===== config.mk =====
export PLATFORM = sky130hd
export DESIGN_NAME = noc_edge_port_adapter
export DESIGN_NICKNAME = d
export VERILOG_FILES = /design/src/rtl/noc_edge_port_adapter.sv
export SDC_FILE = /design/constraint.sdc
export NUM_CORES = 1
export LEC_CHECK = 0
export CAP_MARGIN = 25
export CORE_UTILIZATION = 50
export DETAILED_ROUTE_END_ITERATION = 16
export HOLD_SLACK_MARGIN = 0.08
export PLACE_DENSITY = 0.79
export SLEW_MARGIN = 15
export SYNTH_ARGS = -nofsm -noshare
export SYNTH_HDL_FRONTEND = slang
export SYNTH_SLANG_ARGS = --single-unit
export TNS_END_PERCENT = 20

===== constraint.sdc =====
create_clock -name clk_noc -period 8.66 [get_ports clk_noc]
set_clock_uncertainty 0.2 [all_clocks]
set_input_delay 2.598 -clock clk_noc [delete_from_list [all_inputs] [get_ports clk_noc]]
set_output_delay 2.598 -clock clk_noc [all_outputs]
set_load 0.01 [all_outputs]

===== src/rtl/noc_edge_port_adapter.sv =====
`default_nettype none
// ============================================================================
// Module : noc_edge_port_adapter
// Brief  : Terminates one mesh router port: send/credit <-> valid/ready on RX
//          and TX, with wormhole dest holding on the TX side.
// Rev    : 1.0  initial release
// ============================================================================
module noc_edge_port_adapter #(
  parameter int FLIT_WIDTH      = 128,
  parameter int DEST_WIDTH      = 6,
  parameter int RX_BUFFER_DEPTH = 4,
  parameter int TX_CREDITS      = 1
) (
  input  logic                  clk_noc,
  input  logic                  rst_n,
  // RX from router
  input  logic [FLIT_WIDTH-1:0] rx_data_in,
  input  logic [DEST_WIDTH-1:0] rx_dest_in,
  input  logic                  rx_is_tail_in,
  input  logic                  rx_send_in,
  output logic                  rx_credit_out,
  // RX valid/ready side
  output logic                  m_valid,
  input  logic                  m_ready,
  output logic [FLIT_WIDTH-1:0] m_data,
  output logic [DEST_WIDTH-1:0] m_dest,
  output logic                  m_last,
  // TX valid/ready side
  input  logic                  s_valid,
  output logic                  s_ready,
  input  logic [FLIT_WIDTH-1:0] s_data,
  input  logic [DEST_WIDTH-1:0] s_dest,
  input  logic                  s_last,
  // TX to router
  output logic [FLIT_WIDTH-1:0] tx_data_out,
  output logic [DEST_WIDTH-1:0] tx_dest_out,
  output logic                  tx_is_tail_out,
  output logic                  tx_send_out,
  input  logic                  tx_credit_in,
  // sticky error flags
  output logic                  rx_overflow,
  output logic                  tx_credit_err
);

  localparam int c_PTR_W  = (RX_BUFFER_DEPTH > 1) ? $clog2(RX_BUFFER_DEPTH) : 1;
  localparam int c_CNT_W  = $clog2(RX_BUFFER_DEPTH + 1);
  localparam int c_CRED_W = $clog2(TX_CREDITS + 1);
  localparam logic [c_PTR_W-1:0]  c_LAST_PTR = c_PTR_W'(RX_BUFFER_DEPTH - 1);
  localparam logic [c_CNT_W-1:0]  c_FULL_CNT = c_CNT_W'(RX_BUFFER_DEPTH);
  localparam logic [c_CRED_W-1:0] c_MAX_CRED = c_CRED_W'(TX_CREDITS);

  typedef enum logic [0:0] {
    ST_IDLE = 1'b0,
    ST_BODY = 1'b1
  } tx_state_t;

  // --------------------------------------------------------------------------
  // RX path: first-word-fall-through FIFO
  // --------------------------------------------------------------------------
  logic [FLIT_WIDTH-1:0] r_fifo_data [RX_BUFFER_DEPTH];
  logic [DEST_WIDTH-1:0] r_fifo_dest [RX_BUFFER_DEPTH];
  logic                  r_fifo_tail [RX_BUFFER_DEPTH];
  logic [c_PTR_W-1:0]    r_wr_ptr;
  logic [c_PTR_W-1:0]    r_rd_ptr;
  logic [c_CNT_W-1:0]    r_count;
  logic                  r_rx_credit;
  logic                  r_rx_overflow;
  logic                  w_full;
  logic                  w_pop;
  logic                  w_push;

  function automatic logic [c_PTR_W-1:0] f_next_ptr(input logic [c_PTR_W-1:0] p);
    return (p == c_LAST_PTR) ? '0 : p + c_PTR_W'(1);
  endfunction

  assign m_valid = (r_count != '0);
  assign w_full  = (r_count == c_FULL_CNT);
  assign w_pop   = m_valid && m_ready;
  // A pop in the same cycle frees the slot the incoming flit needs.
  assign w_push  = rx_send_in && (!w_full || w_pop);

  // Outputs gated so the head slot's stale contents never leak while empty.
  assign m_data  = m_valid ? r_fifo_data[r_rd_ptr] : '0;
  assign m_dest  = m_valid ? r_fifo_dest[r_rd_ptr] : '0;
  assign m_last  = m_valid ? r_fifo_tail[r_rd_ptr] : 1'b0;

  assign rx_credit_out = r_rx_credit;
  assign rx_overflow   = r_rx_overflow;

  always_ff @(posedge clk_noc) begin
    if (w_push) begin
      r_fifo_data[r_wr_ptr] <= rx_data_in;
      r_fifo_dest[r_wr_ptr] <= rx_dest_in;
      r_fifo_tail[r_wr_ptr] <= rx_is_tail_in;
    end
  end

  always_ff @(posedge clk_noc or negedge rst_n) begin
    if (!rst_n) begin
      r_wr_ptr      <= '0;
      r_rd_ptr      <= '0;
      r_count       <= '0;
      r_rx_credit   <= 1'b0;
      r_rx_overflow <= 1'b0;
    end else begin
      r_rx_credit <= w_pop;
      if (w_push) r_wr_ptr <= f_next_ptr(r_wr_ptr);
      if (w_pop)  r_rd_ptr <= f_next_ptr(r_rd_ptr);
      if (w_push && !w_pop)      r_count <= r_count + c_CNT_W'(1);
      else if (!w_push && w_pop) r_count <= r_count - c_CNT_W'(1);
      if (rx_send_in && w_full && !w_pop) r_rx_overflow <= 1'b1;
    end
  end

  // --------------------------------------------------------------------------
  // TX path: credit counter, wormhole FSM, registered flit outputs
  // --------------------------------------------------------------------------
  tx_state_t             r_state;
  tx_state_t             w_state_nxt;
  logic [c_CRED_W-1:0]   r_credits;
  logic [DEST_WIDTH-1:0] r_head_dest;
  logic [FLIT_WIDTH-1:0] r_tx_data;
  logic [DEST_WIDTH-1:0] r_tx_dest;
  logic                  r_tx_tail;
  logic                  r_tx_send;
  logic                  r_tx_credit_err;
  logic                  w_accept;
  logic [DEST_WIDTH-1:0] w_flit_dest;

  assign s_ready  = (r_credits != '0);
  assign w_accept = s_valid && s_ready;

  assign tx_data_out    = r_tx_data;
  assign tx_dest_out    = r_tx_dest;
  assign tx_is_tail_out = r_tx_tail;
  assign tx_send_out    = r_tx_send;
  assign tx_credit_err  = r_tx_credit_err;

  always_comb begin
    w_state_nxt = r_state;
    w_flit_dest = s_dest;
    case (r_state)
      ST_IDLE: if (w_accept && !s_last) w_state_nxt = ST_BODY;
      ST_BODY: begin
        w_flit_dest = r_head_dest;
        if (w_accept && s_last) w_state_nxt = ST_IDLE;
      end
      default: w_state_nxt = ST_IDLE;
    endcase
  end

  always_ff @(posedge clk_noc or negedge rst_n) begin
    if (!rst_n) begin
      r_state         <= ST_IDLE;
      r_credits       <= c_MAX_CRED;
      r_head_dest     <= '0;
      r_tx_data       <= '0;
      r_tx_dest       <= '0;
      r_tx_tail       <= 1'b0;
      r_tx_send       <= 1'b0;
      r_tx_credit_err <= 1'b0;
    end else begin
      r_state   <= w_state_nxt;
      r_tx_send <= w_accept;
      if (w_accept) begin
        r_tx_data <= s_data;
        r_tx_dest <= w_flit_dest;
        r_tx_tail <= s_last;
        if (r_state == ST_IDLE) r_head_dest <= s_dest;
      end
      if (w_accept && !tx_credit_in) begin
        r_credits <= r_credits - c_CRED_W'(1);
      end else if (tx_credit_in && !w_accept) begin
        if (r_credits == c_MAX_CRED) r_tx_credit_err <= 1'b1;
        else                         r_credits <= r_credits + c_CRED_W'(1);
      end
    end
  end

endmodule
`default_nettype wire


* After elaboration in Yosys (flattened, before gate mapping) *
Memory sizes are Yosys's and may differ from the RTL's.
Index checks and enable logic that the tools add are counted.
Widths: inputs -> output; s select.

word-level totals
  bits in registers = 148
  memory bits (writable) = 540
  memories = 3
  input port bits = 276

memories
  name         depth  bits a word  read ports  clocked after memory_dff  write ports  line  source
  r_fifo_data  4      128          1           0                         1            60    logic [FLIT_WIDTH-1:0] r_fifo_data [RX_BUFFER_DEPTH];
  r_fifo_dest  4      6            1           0                         1            61    logic [DEST_WIDTH-1:0] r_fifo_dest [RX_BUFFER_DEPTH];
  r_fifo_tail  4      1            1           0                         1            62    logic r_fifo_tail [RX_BUFFER_DEPTH];

operators by class
  mux-type cells = 16
  add/sub/neg operators = 6
  equal/unequal tests = 3
  reductions and logical operators = 23
  bitwise gates (word level) = 2

operator list
  operator             count
  $mux 128             1
  $mux 6               2
  $logic_and 1x1->1    11
  $mux 1               8
  $logic_not 1->1      6
  $mux 3               2
  $add 2x1->2 const B  2
  $eq 2x2->1 const B   2
  $mux 2               2
  $reduce_bool 2->1    2
  $add 3x1->3 const B  1
  $eq 3x3->1 const B   1
  $reduce_and 3->1     1
  $reduce_bool 3->1    1
  $sub 3x1->3 const B  1
  $not 1->1            2
  $pmux 1 s2           1
  $reduce_and 2->1     1
  $add 1x1->1 const B  1
  $logic_or 1x1->1     1
  $sub 1x1->1 const B  1

* Logic depth before layout (Yosys ltp) *
  word-level depth = 8
  mapped depth = 9

* Worst setup path after synthesis *
Ideal clock, no wire load.

  path kind = in2reg
  start = in m_ready
  end = mem r_fifo_data[0][0], enable pin
  required time = 7950 ps
  slack = 1857 ps
  data arrival time = 6093 ps
  stages = 4
  path through = nor4b_1 > nor2b_1 > clkbuf_1 > and2_1

on the way
  word-level cells in the longest chain between the ends = 5

ends and longest elaborated chain
  item                          line  source
  from (decl)                   24    input logic m_ready,
  $logic_and 1x1->1             78    assign w_pop = m_valid && m_ready;
  $logic_or 1x1->1              80    assign w_push = rx_send_in && (!w_full || w_pop);
  $logic_and 1x1->1             80
  named net w_push              70    logic w_push;
  $mux 1                        91    if (w_push) begin
  $mux 1 (implied by the code)  92    r_fifo_data[r_wr_ptr] <= rx_data_in;
  to (decl)                     60

The timed path passes the listed nets, and every way through them passes these cells.

* Final worst setup path *
  start = reg r_rd_ptr[0]
  end = out m_data[73]

on the way
  word-level cells in the longest chain between the ends = 2

ends and longest elaborated chain
  item                    line  source
  from (decl)             64    logic [c_PTR_W-1:0] r_rd_ptr;
  from (signal assigned)  108   if (w_pop) r_rd_ptr <= f_next_ptr(r_rd_ptr);
  $mem_v2 4x128           n/a
  $mux 128                83    assign m_data = m_valid ? r_fifo_data[r_rd_ptr] : '0;
  to (decl)               25    output logic [FLIT_WIDTH-1:0] m_data,

Every way passes these cells.

==> impl_metrics.yaml <==
hold_path:
  worstHoldPathType: "reg -> reg"
die:
  fp.dieH_um: 230.8
  die_area_mm2: 0.05326
  top_level_ports: 552
  core_mm2: 0.05151
  core.rowCount: 83
  initial_core_util_pct: 50.81
  die_x_um: 230.8
route:
  num_vias: 14907
  via_per_inst: 5.387
  drt-total-wl_um: 65810
  drt_iter0_markers: 930
  dr.pass1.iters: 5
  routedWlPerCell_um: 23.78
  ant_nets: 0
  drc: 0
logic_synthesis:
  ys_ff_latch: 688
  syn_area_mm2: 0.02617
  avgSynthCellArea_um2: 17.82
  ys_types: 27
  yosys-top-cells-area: "edfxtp_1, dfrtp_1, mux4_2"
  yosysTopAreaCellShare_pct: 61.96
  yosys_warnings: 0
  synth.yosys.seq_area_share_pct: 76.11
  syn_inst: 1469
  syn_nets: 1754
  yosys.area.top_type: "edfxtp_1"
final_layout:
  final_core_util_pct: 66.93
  fill_cells: 3470
  syn_to_final_growth_pct: 31.73
  final_cells: 2767
  layout-drive-gt1-share_pct: 12.88
  multiInputGateArea_mm2: 0.005742
  nets: 2318
  regArea_mm2: 0.01993
power_and_ir_drop:
  power_per_cell_area_mw_per_mm2: 338.7
  peakVddDrop_v: 0.0001909
  p_leak_nw: 12.56
worst_setup_path:
  cp-start-kind: "flop"
  crit_type: "reg -> out"
  crit_fanout: 46
  required_ps: 5860
  endpoint_kind: "primary output"
  worstPathArrival_ps: 3710
clock_tree:
  ctsHoldBuffers: 0
  cts_tree: "yes"
  ctsResizeCount: 0
  clk_pin_slew_ps: 60
  cts-root-buf: "clkbuf_16"
  cts_buffers: 69
  clock_sinks: 688
  htreeDepth: 3
  cts_setup_buffers: 0
  clk_path_buf_depth: 3
  clock_latency_ps: 590
global_routing:
  grt_util_all_layers_pct: 24.77
  grt_max_degree: 104
  grt_pass1_vias: 15398
  antenna_found_initial: 15
  gr-total-overflow: 0
  grt_pass1_wl_um: 96580
sta:
  worst_pin_slew_ps: 941.6
  final-hold-violation-count: 0
  finalSetupTns_ps: 0
  report.final.slew_viol_count: 0
  period_share_pct: 75.14
  slew-limit-headroom_pct: 37.22
  max_freq_mhz: 153.7
  grt_setup_unrepaired: "no"
  setup_viol: 0
  setup_ws_ps: 2153
  fin_crit_ps: 6507
placement:
  pre_cts_ws_ps: 2675
  place_congestion: 0.8466
  portBuffers: 551
  dp_hpwl_um: 43120
  post-place-cells: 2640
run:
  maxCapViolCount: 0
run_status:
  status: "completed"
cells in the final DEF (no fill, tap or decap), drive strengths merged, types with 6 or more instances in the layout:
cell type and count:
and2 139, buf 18, clkbuf 90, clkdlybuf4s50 550, clkinv 24, dfrtp 147
diode 6, edfxtp 540, ha 8, inv 8, mux2 12, mux4 135
nand2 390
final timing paths:
check	start	endpoint	slack [ps]	cells after the start
max in group asynchronous	rst_n	r_rd_ptr[0]	5460	2
worst max-delay path	r_rd_ptr[0]	m_data[73]	2150	4
min in group asynchronous	rst_n	tx_data_out[28]	1730	1
worst max register to register	s_ready	tx_dest_out[2]	5760	4
worst min-delay path	tx_data_out[6]	tx_data_out[6]	270	2
worst min register to register	tx_data_out[6]	tx_data_out[6]	270	2
cell usage after synthesis, drive strengths merged:
cell type  instances
edfxtp           540
mux4             135
and2             139
a21o               1
clkbuf            30
fa                 1
nand2            390
nor2               4
xor2               2
xnor2              1
or3                1
a21oi              1
inv                7
nand2b             1
buf               45
dfstp              1
nor2b              1
ha                 8
nor4b              1
mux2              12
a31o               1
dfrtp            147
stage by stage:
stage | hold slack, ps | total power, mW | area [µm²]
finish | 271.5 | 11.68 | 34480
detailed placement | 261.8 | 8.942 | 32270
CTS | 273.2 | 11.80 | 34410
global route | 287.5 | 12.19 | 34470
floorplan | 248.7 | 6.888 | 26170
global placement | 241.7 | 8.858 | 32210
final cells by class:
type / instances / area share (%)
sequential: 688 / 57.80
clock buffer: 90 / 5.571
timing repair buffer: 568 / 16.75
antenna: 6 / 0.04355
multi-input combinational: 699 / 16.65
tap: 680 / 2.468
clock inverter: 29 / 0.6315
inverter: 7 / 0.08347
logic make-up (layout without fill, tap and decap cells):
group	count (synthesis)	in the layout	share of synthesized area, %
other cells	0	6	0
mux	147	147	12.13
simple gates	537	537	9.078
fa+ha+maj	9	9	0.4590
compound gates	3	3	0.08127
flops	688	688	76.11
buf+inv	82	694	2.036
xor+xnor	3	3	0.1004
critical path, cell delays in order, from the launching register on:
cell and delay [ps]:
dfrtp_4 1040, buf_4 720, mux4_2 620, and2_1 210, clkdlybuf4s50_1 480
layer usage:
metal | GRT usage (%) | vias up | routed length, µm
li1 | - | 6532 | -
met1 | 31.73 | 7607 | 25090
met2 | 39.56 | 629 | 32550
met3 | 8.115 | 121 | 6080
met4 | 9.189 | 18 | 1972
met5 | 0 | - | 118
registers in the layout, indices dropped and copies added, names as in the netlist, 2 cells and up, named ones only:
register     count
tx_dest_out      6
r_rd_ptr         2
r_fifo_data    512
tx_data_out    128
r_fifo_dest     24
r_fifo_tail      4
r_count          3
r_wr_ptr         2
where the power goes:
part | leakage [nW] | internal (mW) | switching [mW] | total (mW)
sequential | 6.75 | 4.32 | 0.343 | 4.66
combinational | 4.76 | 2.27 | 1.91 | 4.18
clock | 1.05 | 1.65 | 1.19 | 2.84
Power figures use the tool's default switching activity.
